===== src/rtl/parking_pkg.sv =====
// Shared definitions for the parking lot gate logic: controller states,
// slot geometry and the encoding of the grant direction.
package parking_pkg;

    typedef enum logic [1:0] {
        IDLE   = 2'd0,
        GRANT  = 2'd1,
        HOLD   = 2'd2,
        COMMIT = 2'd3
    } gate_state_t;

    localparam int SLOTS  = 4;
    localparam int SLOT_W = 2;

    localparam logic DIR_ENTRY = 1'b1;
    localparam logic DIR_EXIT  = 1'b0;

endpackage


===== src/rtl/free_slot_finder.sv =====
// Lowest-zero priority encoder over the occupancy vector. Returns the
// lowest-numbered free slot and flags when no slot is free.
module free_slot_finder
    import parking_pkg::*;
(
    input  logic [SLOTS-1:0]  occupancy,
    output logic [SLOT_W-1:0] slot,
    output logic              none_free
);

    // Scan from the top down so the lowest free index is written last and wins
    always_comb begin
        slot      = '0;
        none_free = 1'b1;
        for (int i = SLOTS - 1; i >= 0; i--) begin
            if (!occupancy[i]) begin
                slot      = SLOT_W'(i);
                none_free = 1'b0;
            end
        end
    end

endmodule


===== src/rtl/gate_arbiter.sv =====
// Sequencing controller for the single parking gate. Latches entry/exit
// requests, arbitrates them round-robin, holds the door for OPEN_TICKS slow
// ticks and then commits the change to the occupancy register it owns.
// Optional feature: define GATE_ARB_STATS_EN to add the served_count and
// reject_count statistics outputs.
module gate_arbiter
    import parking_pkg::*;
#(
    parameter int OPEN_TICKS = 4
) (
    input  logic              clk,
    input  logic              reset,
    input  logic              tick,
    input  logic              entry_req,
    input  logic              exit_req,
    input  logic [SLOT_W-1:0] exit_slot,
    output logic [SLOTS-1:0]  occupancy,
    output logic [2:0]        free_count,
    output logic              full,
    output logic              door_open,
    output logic              grant_dir,
    output logic [SLOT_W-1:0] grant_slot,
    output logic              busy,
    output logic              reject_pulse,
    output logic              err_pulse
`ifdef GATE_ARB_STATS_EN
    ,
    output logic [7:0]        served_count,
    output logic [7:0]        reject_count
`endif
);

    gate_state_t       state_q, state_d;
    logic [SLOTS-1:0]  occupancy_q, occupancy_d;
    logic              entry_prev_q, entry_prev_d;
    logic              exit_prev_q, exit_prev_d;
    logic              pend_entry_q, pend_entry_d;
    logic              pend_exit_q, pend_exit_d;
    logic [SLOT_W-1:0] pend_slot_q, pend_slot_d;
    logic              rr_exit_q, rr_exit_d;
    logic [3:0]        tick_cnt_q, tick_cnt_d;
    logic              grant_dir_q, grant_dir_d;
    logic [SLOT_W-1:0] grant_slot_q, grant_slot_d;
    logic              reject_q, reject_d;
    logic              err_q, err_d;

    logic [SLOT_W-1:0] free_slot;
    logic              none_free;
    logic              pick_exit;

    free_slot_finder u_finder (
        .occupancy (occupancy_q),
        .slot      (free_slot),
        .none_free (none_free)
    );

    // Request capture, arbitration and the door sequence
    always_comb begin
        state_d      = state_q;
        occupancy_d  = occupancy_q;
        entry_prev_d = entry_req;
        exit_prev_d  = exit_req;
        pend_entry_d = pend_entry_q;
        pend_exit_d  = pend_exit_q;
        pend_slot_d  = pend_slot_q;
        rr_exit_d    = rr_exit_q;
        tick_cnt_d   = tick_cnt_q;
        grant_dir_d  = grant_dir_q;
        grant_slot_d = grant_slot_q;
        reject_d     = 1'b0;
        err_d        = 1'b0;
        pick_exit    = pend_exit_q && (!pend_entry_q || rr_exit_q);

        if (entry_req && !entry_prev_q && !pend_entry_q) begin
            pend_entry_d = 1'b1;
        end
        if (exit_req && !exit_prev_q && !pend_exit_q) begin
            pend_exit_d = 1'b1;
            pend_slot_d = exit_slot;
        end

        case (state_q)
            IDLE: begin
                if (pend_entry_q || pend_exit_q) begin
                    if (pick_exit) begin
                        if (!occupancy_q[pend_slot_q]) begin
                            err_d       = 1'b1;
                            pend_exit_d = 1'b0;
                        end else begin
                            grant_dir_d  = DIR_EXIT;
                            grant_slot_d = pend_slot_q;
                            state_d      = GRANT;
                        end
                    end else begin
                        if (none_free) begin
                            reject_d     = 1'b1;
                            pend_entry_d = 1'b0;
                        end else begin
                            grant_dir_d  = DIR_ENTRY;
                            grant_slot_d = free_slot;
                            state_d      = GRANT;
                        end
                    end
                end
            end
            GRANT: begin
                tick_cnt_d = '0;
                state_d    = HOLD;
            end
            HOLD: begin
                if (tick) begin
                    tick_cnt_d = tick_cnt_q + 4'd1;
                    if (tick_cnt_q + 4'd1 == 4'(OPEN_TICKS)) begin
                        state_d = COMMIT;
                    end
                end
            end
            COMMIT: begin
                occupancy_d[grant_slot_q] = grant_dir_q;
                if (grant_dir_q == DIR_ENTRY) begin
                    pend_entry_d = 1'b0;
                    rr_exit_d    = 1'b1;
                end else begin
                    pend_exit_d = 1'b0;
                    rr_exit_d   = 1'b0;
                end
                state_d = IDLE;
            end
            default: state_d = IDLE;
        endcase
    end

    // Controller state registers; reset discards pending and in-flight work
    always_ff @(posedge clk or negedge reset) begin
        if (!reset) begin
            state_q      <= IDLE;
            occupancy_q  <= '0;
            entry_prev_q <= 1'b0;
            exit_prev_q  <= 1'b0;
            pend_entry_q <= 1'b0;
            pend_exit_q  <= 1'b0;
            pend_slot_q  <= '0;
            rr_exit_q    <= 1'b1;
            tick_cnt_q   <= '0;
            grant_dir_q  <= 1'b0;
            grant_slot_q <= '0;
            reject_q     <= 1'b0;
            err_q        <= 1'b0;
        end else begin
            state_q      <= state_d;
            occupancy_q  <= occupancy_d;
            entry_prev_q <= entry_prev_d;
            exit_prev_q  <= exit_prev_d;
            pend_entry_q <= pend_entry_d;
            pend_exit_q  <= pend_exit_d;
            pend_slot_q  <= pend_slot_d;
            rr_exit_q    <= rr_exit_d;
            tick_cnt_q   <= tick_cnt_d;
            grant_dir_q  <= grant_dir_d;
            grant_slot_q <= grant_slot_d;
            reject_q     <= reject_d;
            err_q        <= err_d;
        end
    end

    // Count the free slots from the registered occupancy
    always_comb begin
        free_count = '0;
        for (int i = 0; i < SLOTS; i++) begin
            free_count = free_count + {2'b00, ~occupancy_q[i]};
        end
    end

    assign occupancy    = occupancy_q;
    assign full         = none_free;
    assign door_open    = (state_q == GRANT) || (state_q == HOLD);
    assign grant_dir    = grant_dir_q;
    assign grant_slot   = grant_slot_q;
    assign busy         = (state_q != IDLE);
    assign reject_pulse = reject_q;
    assign err_pulse    = err_q;

`ifdef GATE_ARB_STATS_EN
    logic [7:0] served_q, served_d;
    logic [7:0] refused_q, refused_d;

    // Next values of the wrapping grant and refusal counters
    always_comb begin
        served_d  = served_q;
        refused_d = refused_q;
        if (state_q == COMMIT) begin
            served_d = served_q + 8'd1;
        end
        if (reject_d || err_d) begin
            refused_d = refused_q + 8'd1;
        end
    end

    // Statistics registers
    always_ff @(posedge clk or negedge reset) begin
        if (!reset) begin
            served_q  <= '0;
            refused_q <= '0;
        end else begin
            served_q  <= served_d;
            refused_q <= refused_d;
        end
    end

    assign served_count = served_q;
    assign reject_count = refused_q;
`endif

endmodule


===== config.mk =====
export PLATFORM = sky130hd
export DESIGN_NAME = gate_arbiter
export DESIGN_NICKNAME = d
export VERILOG_FILES = /design/src/rtl/parking_pkg.sv /design/src/rtl/free_slot_finder.sv /design/src/rtl/gate_arbiter.sv
export SDC_FILE = /design/constraint.sdc
export NUM_CORES = 1
export LEC_CHECK = 0
export BUFFER_PORTS_ARGS = -buffer_cell sky130_fd_sc_hd__buf_2
export CORE_UTILIZATION = 54
export DETAILED_ROUTE_END_ITERATION = 7
export GPL_TIMING_DRIVEN = 1
export MAX_ROUTING_LAYER = met4
export PLACE_DENSITY = 0.78
export SLEW_MARGIN = 20
export SYNTH_ARGS = -nofsm -noshare
export SYNTH_HDL_FRONTEND = slang
export SYNTH_HIERARCHICAL = 1
export SYNTH_SLANG_ARGS = --single-unit

===== constraint.sdc =====
create_clock -name clk -period 2.5 [get_ports clk]
set_clock_uncertainty 0.15 [all_clocks]
set_input_delay 0.625 -clock clk [delete_from_list [all_inputs] [get_ports clk]]
set_output_delay 0.625 -clock clk [all_outputs]
set_load 0.01 [all_outputs]

# Word-level counts from Yosys, hierarchy flattened
# Cells that the tools add are included.
[word_totals] register_bits=22 latchBits=0 ramBits=0 rom_bits=0 wordCells=103 memories=0
[op_classes] add_sub_neg=4 multipliers=0 div_mod_pow=0 order_cmp=3 eq_ne=11 shift=0 mux=49 n_bitwise=4 reduce_logical=19
[ops] operator="$mux W1" count=28
[ops] operator="$mux W2" count=13
[ops] operator="$pmux W2 S4" count=1
[ops] operator="$pmux W4 S2" count=1
[ops] operator="$logic_and A1 B1 Y1" count=6
[ops] operator="$lt A2 B3 Y1 const B" count=2
[ops] operator="$ne A2 B2 Y1 const B" count=3
[ops] operator="$ne A3 B3 Y1 const B" count=2
[ops] operator="$reduce_and A5 Y1" count=1
[ops] operator="$add A4 B1 Y4 const B" count=1
[ops] operator="$bwmux W4" count=1
[ops] operator="$eq A2 B2 Y1 const B" count=2
[ops] operator="$eq A4 B3 Y1 const B" count=1
[ops] operator="$logic_not A1 Y1" count=4
[ops] operator="$mux W4" count=1
[ops] operator="$ne A2 B1 Y1 const B" count=2
[ops] operator="$not A1 Y1" count=4
[ops] operator="$pmux W1 S2" count=2
[ops] operator="$reduce_and A4 Y1" count=1
[ops] operator="$reduce_bool A2 Y1" count=2
[ops] operator="$add A2 B1 Y3" count=1
[ops] operator="$add A3 B1 Y3" count=1
[ops] operator="$logic_or A1 B1 Y1" count=3
[ops] operator="$add A1 B1 Y2" count=1
[ops] operator="6 further kinds" count=6

# Longest topological paths before layout
# Gate-level depths: netlist of the first run.
[depth] ltp_word=8 depth_mapped=6

# By module
# Netlist of the first run, hierarchy kept.
[modules_own_cells] mod="gate_arbiter" instances=1 cells_per_inst=106 area_per_inst_um2=1177.4 seq_area_each_um2=551.8
[modules_own_cells] mod="free_slot_finder" instances=1 cells_per_inst=6 area_per_inst_um2=30.0 seq_area_each_um2=0.0

# Worst setup path after synthesis of the first run
# OpenSTA, ideal clock, no wires.
[synth_timing] kind="reg-to-output" startpoint="register occupancy_q[0], in the netlist occupancy[0]" endpoint="output port free_count[1]" arrival_ps=1495 required_time_ps=1725 path_slack_ps=230 stages_incl_launch_ff=5 path_buffers=0 cell_sequence="dfrtp_1 > fa_1 > inv_1 > ha_1 > ha_1"
[synth_between] elab_chain_cells=4
[synth_lines] item="start, declared" line="gate_arbiter.sv:34" text="logic [SLOTS-1:0] occupancy_q, occupancy_d;"
[synth_lines] item="start signal, assigned" line="gate_arbiter.sv:151" text="occupancy_q <= occupancy_d;"
[synth_lines] item="$not A1 Y1" line="gate_arbiter.sv:170" text="free_count = free_count + {2'b00, ~occupancy_q[i]};"
[synth_lines] item="$add A1 B1 Y2" line="gate_arbiter.sv:170"
[synth_lines] item="$add A2 B1 Y3" line="gate_arbiter.sv:170"
[synth_lines] item="$add A3 B1 Y3" line="gate_arbiter.sv:170"
[synth_lines] item="end, declared" line="gate_arbiter.sv:18" text="output logic [2:0] free_count,"
# No other way between the ends.

# Worst setup path after layout of the first run
[layout_timing] startpoint="register occupancy_q[3], in the netlist occupancy[3]" endpoint="output port free_count[1]"
[layout_between] elab_chain_cells=2
[layout_lines] item="$not A1 Y1" line="gate_arbiter.sv:170"
[layout_lines] item="$add A3 B1 Y3" line="gate_arbiter.sv:170"
# No other way between the ends.

==> flow_metrics.py, run 1 <==
metrics = {
    "global_routing": {
        "grt_use_total_pct": 25.6,
        "grt_pass1_vias": 935,
        "grt_pass1_wl_um": 4400,
        "grt_antenna_before_repair": 0,
        "grt_max_degree": 23,
        "grt_overflow": 0,
    },
    "critical_path": {
        "critPathRequiredTime_ns": 1.73,
        "critPathMaxFanout": 3,
        "start_kind": "register",
        "crit_type": "reg -> out",
        "arrival_ns": 1.88,
        "end_kind": "primary output",
    },
    "clocking": {
        "clock_path_buffers": 2,
        "worstSkewPairLatency_ns": 0.31,
        "cts_num_sinks": 22,
        "numCtsBuffers": 3,
        "clk_pin_slew_ns": 0.11,
        "htree_levels": 1,
        "cts-root-buf": "clkbuf_4",
        "tritoncts": "done",
        "hold_buffers": 0,
    },
    "sta": {
        "tightest_slew_ns": 0.500,
        "grt_setup_unrepaired": "true",
        "hold_viol": 0,
        "min_period_over_period_pct": 106,
        "clock.fmax_ghz": 0.377,
        "layout_setup_ws_ns": -0.154,
        "drv_slew": 0,
        "relSlewSlack_pct": 66.7,
        "finalCriticalPeriod_ns": 2.65,
        "setup_viol": 3,
    },
    "floorplanning": {
        "die_y_um": 49.3,
        "core_area_um2": 2020,
        "initial_utilization_pct": 59.7,
        "num_io_pins": 22,
        "die-area_um2": 2430,
        "std_cell_rows": 16,
        "die_x_um": 49.3,
    },
    "power": {
        "comb_power_share_pct": 60.1,
        "leakage_nw": 0.694,
        "irDropWorstVdd_uv": 1010,
        "p_clk_share_pct": 8.8,
        "powerDensity_nw_per_um2": 1510,
        "finalPower_mw": 2.20,
        "pwr-share-seq_pct": 31.1,
        "switching_share_pct": 41.0,
        "internal_power_mw": 1.30,
        "p_switching_mw": 0.902,
    },
    "placement": {
        "dpl_worst_slack_ns": 0.121,
        "dp_cells": 159,
        "placed_cell_area_um2": 1340,
        "port_buffers": 21,
        "hpwl_um": 1690,
        "place.gp.congestion": 0.839,
    },
    "drt": {
        "num_vias": 957,
        "first_iter_violations": 19,
        "route.detailed.drc": 0,
        "routed_wirelength_um": 2680,
        "ant_nets": 0,
        "dr.pass1.iters": 4,
        "viasPerCell": 5.73,
        "wire_per_inst_um": 16.1,
    },
    "synth": {
        "syn_area_per_cell_um2": 10.8,
        "ys_seq_area_share_pct": 45.7,
        "ys_types": 31,
        "ys.warnings.count": 6,
        "syn_inst": 112,
        "synth.ff_latch_count": 22,
        "netlist_area_um2": 1210,
        "syn-num-nets": 128,
    },
    "finish": {
        "diodes": 0,
        "multiInputGateArea_um2": 636,
        "regArea_um2": 556,
        "fillers": 142,
        "design_area_um2": 1460,
        "syn_to_final_growth_pct": 20.6,
        "num-nets-final": 157,
        "finalNonFillerCells": 167,
        "final_cell_mix": "18 x dfrtp_1, 18 x buf_2, 12 x nand2_1",
        "drive_gt1_share_pct": 35.7,
    },
    "outcome": {
        "outcome": "finished, violations left",
        "violations": "setup timing",
    },
    "min_path": {
        "hold_path_class": "in -> async",
    },
    "run": {
        "maxCapViolCount": 0,
    },
}
## state kept, by name (all words and copies together), names as in the netlist
name / cells
occupancy: 4
tick_cnt_q: 4
grant_slot: 2
pend_slot_q: 2
state_q: 2
entry_prev_q: 1
err_pulse: 1
exit_prev_q: 1
grant_dir: 1
pend_entry_q: 1
pend_exit_q: 1
reject_pulse: 1
rr_exit_q: 1
## worst max-delay path, stage by stage (launching register included)
cell and delay [ns]:
dfrtp_2 0.44, fa_1 0.57, inv_2 0.05, ha_4 0.16
ha_4 0.25, buf_6 0.09
## per-stage QoR
stage	hold WS (ns)	utilization, %	TNS, ns
2_1_floorplan	0.179	-	0
3_3_place_gp	0.402	66.4	0
3_5_place_dp	0.414	66.4	0
4_1_cts	0.112	71.3	-0.136
5_1_grt	0.130	72.0	-0.369
6_report	0.112	72.0	-0.238
## cell families after synthesis
kind of cell / count (synthesis) / synth area share (%)
AOI/OAI and AO/OA: 21 / 11.2
xor gates and xnor gates: 4 / 2.90
adders and majority gates: 9 / 9.95
buffers and inverters: 12 / 3.73
DFF: 22 / 45.7
muxes: 11 / 12.1
and+or+nand+nor: 33 / 14.4
## metal layers
layer  global-route usage, %  wire (um)
met3                    6.54        152
met2                    43.4       1350
met1                    28.0       1090
met5                       -          0
met4                    11.8         92
## worst paths after layout
path,from,end,slack [ns],depth (start not counted)
max,occupancy[3],free_count[1],-0.15,5
min,reset,grant_slot[0],0.11,1
max reg2reg,occupancy[3],grant_dir,0.28,5
min reg2reg,exit_prev_q,pend_exit_q,0.43,3
max in group asynchronous,reset,occupancy[3],1.72,1
min in group clk,exit_req,exit_prev_q,0.29,1
## final cells by class
cell class | count | share of cell area (%)
repair buffers | 25 | 10.6
clock buffers | 4 | 2.49
flip-flops and latches | 22 | 38.1
inverters | 11 | 2.84
well taps | 27 | 2.32
multi-input cells | 78 | 43.6
## repair_timing
item | in CTS | in global routing
resized for setup | 10 | 0
buffers inserted | 2 | 2
setup endpoints to repair | 3 | 3
hold endpoints to repair | 0 | 0
pin swaps | 2 | 1
## power by group through the flow
stage	combinational, mW	sequential [mW]	clock (mW)
after floorplan	0.682	0.678	0
after global placement	0.935	0.676	0
after detailed placement	0.971	0.696	0
after CTS	1.23	0.677	0.197
after global routing	1.44	0.707	0.207
final	1.32	0.686	0.193
## cells in the mapped netlist (all sizes together)
cell type,n,area [um^2]
xor2,2,17.5
nand2b,6,37.5
or3,1,6.26
a31oi,1,6.26
mux2,10,124
o2111a,1,12.5
nor2,4,15.0
ha,8,100
inv,11,41.3
dfstp,1,26.3
dfrtp,21,526
or3b,1,8.76
a221oi,3,26.3
a21boi,1,7.51
fa,1,20.0
mux4,1,22.5
and3,1,6.26
o2111ai,1,8.76
clkbuf,1,3.75
o21ai,9,45.0
and2b,1,8.76
o22a,1,8.76
nor4,1,6.26
nand3b,2,15.0
nand4,1,6.26
nand2,12,45.0
a21oi,4,20.0
and4,1,8.76
nand3,2,10.0
xnor2,2,17.5
(Power assumes the default switching activity.)
==> run 2: changes to the inputs <==
--- a/config.mk
+++ b/config.mk
@@ -9,8 +9,10 @@
 export CORE_UTILIZATION = 54
 export DETAILED_ROUTE_END_ITERATION = 7
 export GPL_TIMING_DRIVEN = 1
+export HOLD_SLACK_MARGIN = 0.05
 export MAX_ROUTING_LAYER = met4
 export PLACE_DENSITY = 0.78
+export REMOVE_ABC_BUFFERS = 1
 export SLEW_MARGIN = 20
 export SYNTH_ARGS = -nofsm -noshare
 export SYNTH_HDL_FRONTEND = slang
==> flow_metrics.py, run 2 (synthesis gave the netlist of run 1 again) <==
metrics = {
    "critical_path": {
        "r2r_setup_slack_ns": 0.28,
        "start_kind": "register",
        "critPathSlowestCell": "fa_1",
        "crit_type": "reg -> out",
        "critPathMaxStageDelay_ns": 0.57,
        "arrival_ns": 1.85,
        "crit_top_cell": "ha_4",
        "crit_buf_inv": 2,
        "critPathMaxFanout": 2,
        "cp_cell_sequence": "fa_1, inv_2, ha_4, ha_4, buf_6",
        "crit_family": "adder cells",
        "critPathRequiredTime_ns": 1.73,
        "end_kind": "primary output",
    },
    "drt": {
        "num_vias": 962,
        "viasPerCell": 5.80,
        "ant_nets": 0,
        "routed_wirelength_um": 2520,
        "dr.pass1.iters": 4,
        "first_iter_violations": 14,
        "wire_per_inst_um": 15.2,
        "route.detailed.drc": 0,
    },
    "finish": {
        "syn_to_final_growth_pct": 19.8,
        "final_cell_mix": "20 x dfrtp_1, 18 x buf_2, 12 x nand2_1",
        "postLayoutCoreUtil_pct": 71.5,
        "diodes": 0,
        "fillers": 156,
        "num-nets-final": 156,
        "layout_commonest_cell": "dfrtp_1",
        "design_area_um2": 1450,
        "drive_gt1_share_pct": 33.8,
    },
    "sta": {
        "layout_setup_ws_ns": -0.128,
        "hold_viol": 0,
        "relSlewSlack_pct": 65.5,
        "hold_slack_ns": 0.102,
        "min_period_over_period_pct": 105,
        "grt_setup_unrepaired": "true",
        "drv_slew": 0,
        "setup_viol": 2,
        "tightest_slew_ns": 0.512,
        "finalCriticalPeriod_ns": 2.63,
        "clock.fmax_ghz": 0.380,
    },
    "floorplanning": {
        "num_io_pins": 22,
        "initial_utilization_pct": 59.7,
        "die-area_um2": 2430,
        "die_y_um": 49.3,
        "core_area_um2": 2020,
        "std_cell_rows": 16,
        "die_x_um": 49.3,
    },
    "clocking": {
        "tritoncts": "done",
        "clk_pin_slew_ns": 0.12,
        "hold_buffers": 0,
        "htree_levels": 1,
        "cts-root-buf": "clkbuf_4",
        "numCtsBuffers": 3,
        "cts_num_sinks": 22,
        "worstSkewPairLatency_ns": 0.31,
        "clock_path_buffers": 2,
    },
    "global_routing": {
        "grt_pass1_wl_um": 4470,
        "grt_max_degree": 23,
        "grt_antenna_before_repair": 0,
        "grt_overflow": 0,
        "grt_pass1_vias": 946,
        "grt_use_total_pct": 25.7,
    },
    "power": {
        "irDropWorstVdd_uv": 1060,
        "p_clk_share_pct": 8.9,
        "leakage_nw": 0.692,
        "internal_power_mw": 1.28,
        "p_switching_mw": 0.863,
        "switching_share_pct": 40.3,
        "pwr-share-seq_pct": 31.5,
        "powerDensity_nw_per_um2": 1480,
        "comb_power_share_pct": 59.7,
    },
    "placement": {
        "hpwl_um": 1790,
        "place.gp.congestion": 0.841,
        "placed_cell_area_um2": 1360,
        "port_buffers": 21,
    },
    "min_path": {
        "hold_path_class": "in -> async",
    },
    "outcome": {
        "violations": "setup timing",
        "outcome": "finished, violations left",
    },
    "run": {
        "maxCapViolCount": 0,
    },
}
run 2: cell types whose count changed in the layout (fill, tap and decap cells not counted):
cell	change
dfrtp_1	+2
dfrtp_2	-2
buf_4	-1
run 2: layout make-up:
cell class | instances | area [um^2] | share of cell area (%)
Multi-Input combinational cell | 78 | 636 | 43.9
Sequential cell | 22 | 553 | 38.2
Timing Repair Buffer | 24 | 146 | 10.1
Inverter | 11 | 41.3 | 2.85
Clock buffer | 4 | 36.3 | 2.51
Tap cell | 27 | 33.8 | 2.34
run 2: worst reg2reg max path, cell delays in order (launching register included):
cell and delay (ns):
dfrtp_2 0.43, buf_4 0.16, mux4_2 0.48, nor4_1 0.41, a221oi_1 0.17, mux2_2 0.31
run 2: repair_timing:
action / in CTS / in global routing
endpoints found under the setup margin: 2 / 3
pin swaps: 2 / 0
buffers inserted: 1 / 0
gates resized for setup: 7 / 1
run 2: worst paths after layout:
path	end	cells after the start	from
setup / recovery	free_count[1]	5	occupancy[1]
hold / removal	occupancy[0]	1	reset
setup reg to reg	state_q[1]	5	occupancy[3]
hold reg to reg	state_q[1]	1	state_q[1]
max in group asynchronous	rr_exit_q	1	reset
min in group clk	entry_prev_q	1	entry_req
run 2: metal layers:
| layer | vias up | track usage, % | part of all wire (%) |
|---|---|---|---|
| met3 | 8 | 7.17 | 4.7 |
| met4 | 0 | 9.80 | 2.1 |
| li1 | 450 | - | - |
| met2 | 32 | 41.1 | 51 |
| met5 | - | - | 0 |
| met1 | 472 | 30.6 | 42 |
run 2: power by group through the flow:
stage	combinational [mW]	clock (mW)	sequential, mW
3_5_place_dp	1.02	0	0.681
5_1_grt	1.41	0.210	0.699
6_report	1.28	0.190	0.674
4_1_cts	1.21	0.193	0.664
3_3_place_gp	0.971	0	0.664
2_1_floorplan	0.681	0	0.678
run 2: per-stage QoR:
| step | TNS (ns) | power [mW] | std cells | worst slack, ns |
|---|---|---|---|---|
| after floorplan | 0 | 1.36 | 111 | 0.230 |
| after global placement | 0 | 1.64 | 161 | 0.218 |
| after detailed placement | 0 | 1.70 | 161 | 0.173 |
| after CTS | -0.113 | 2.07 | 166 | -0.0951 |
| after global routing | -0.264 | 2.32 | 166 | -0.173 |
| final | -0.170 | 2.14 | 166 | -0.128 |
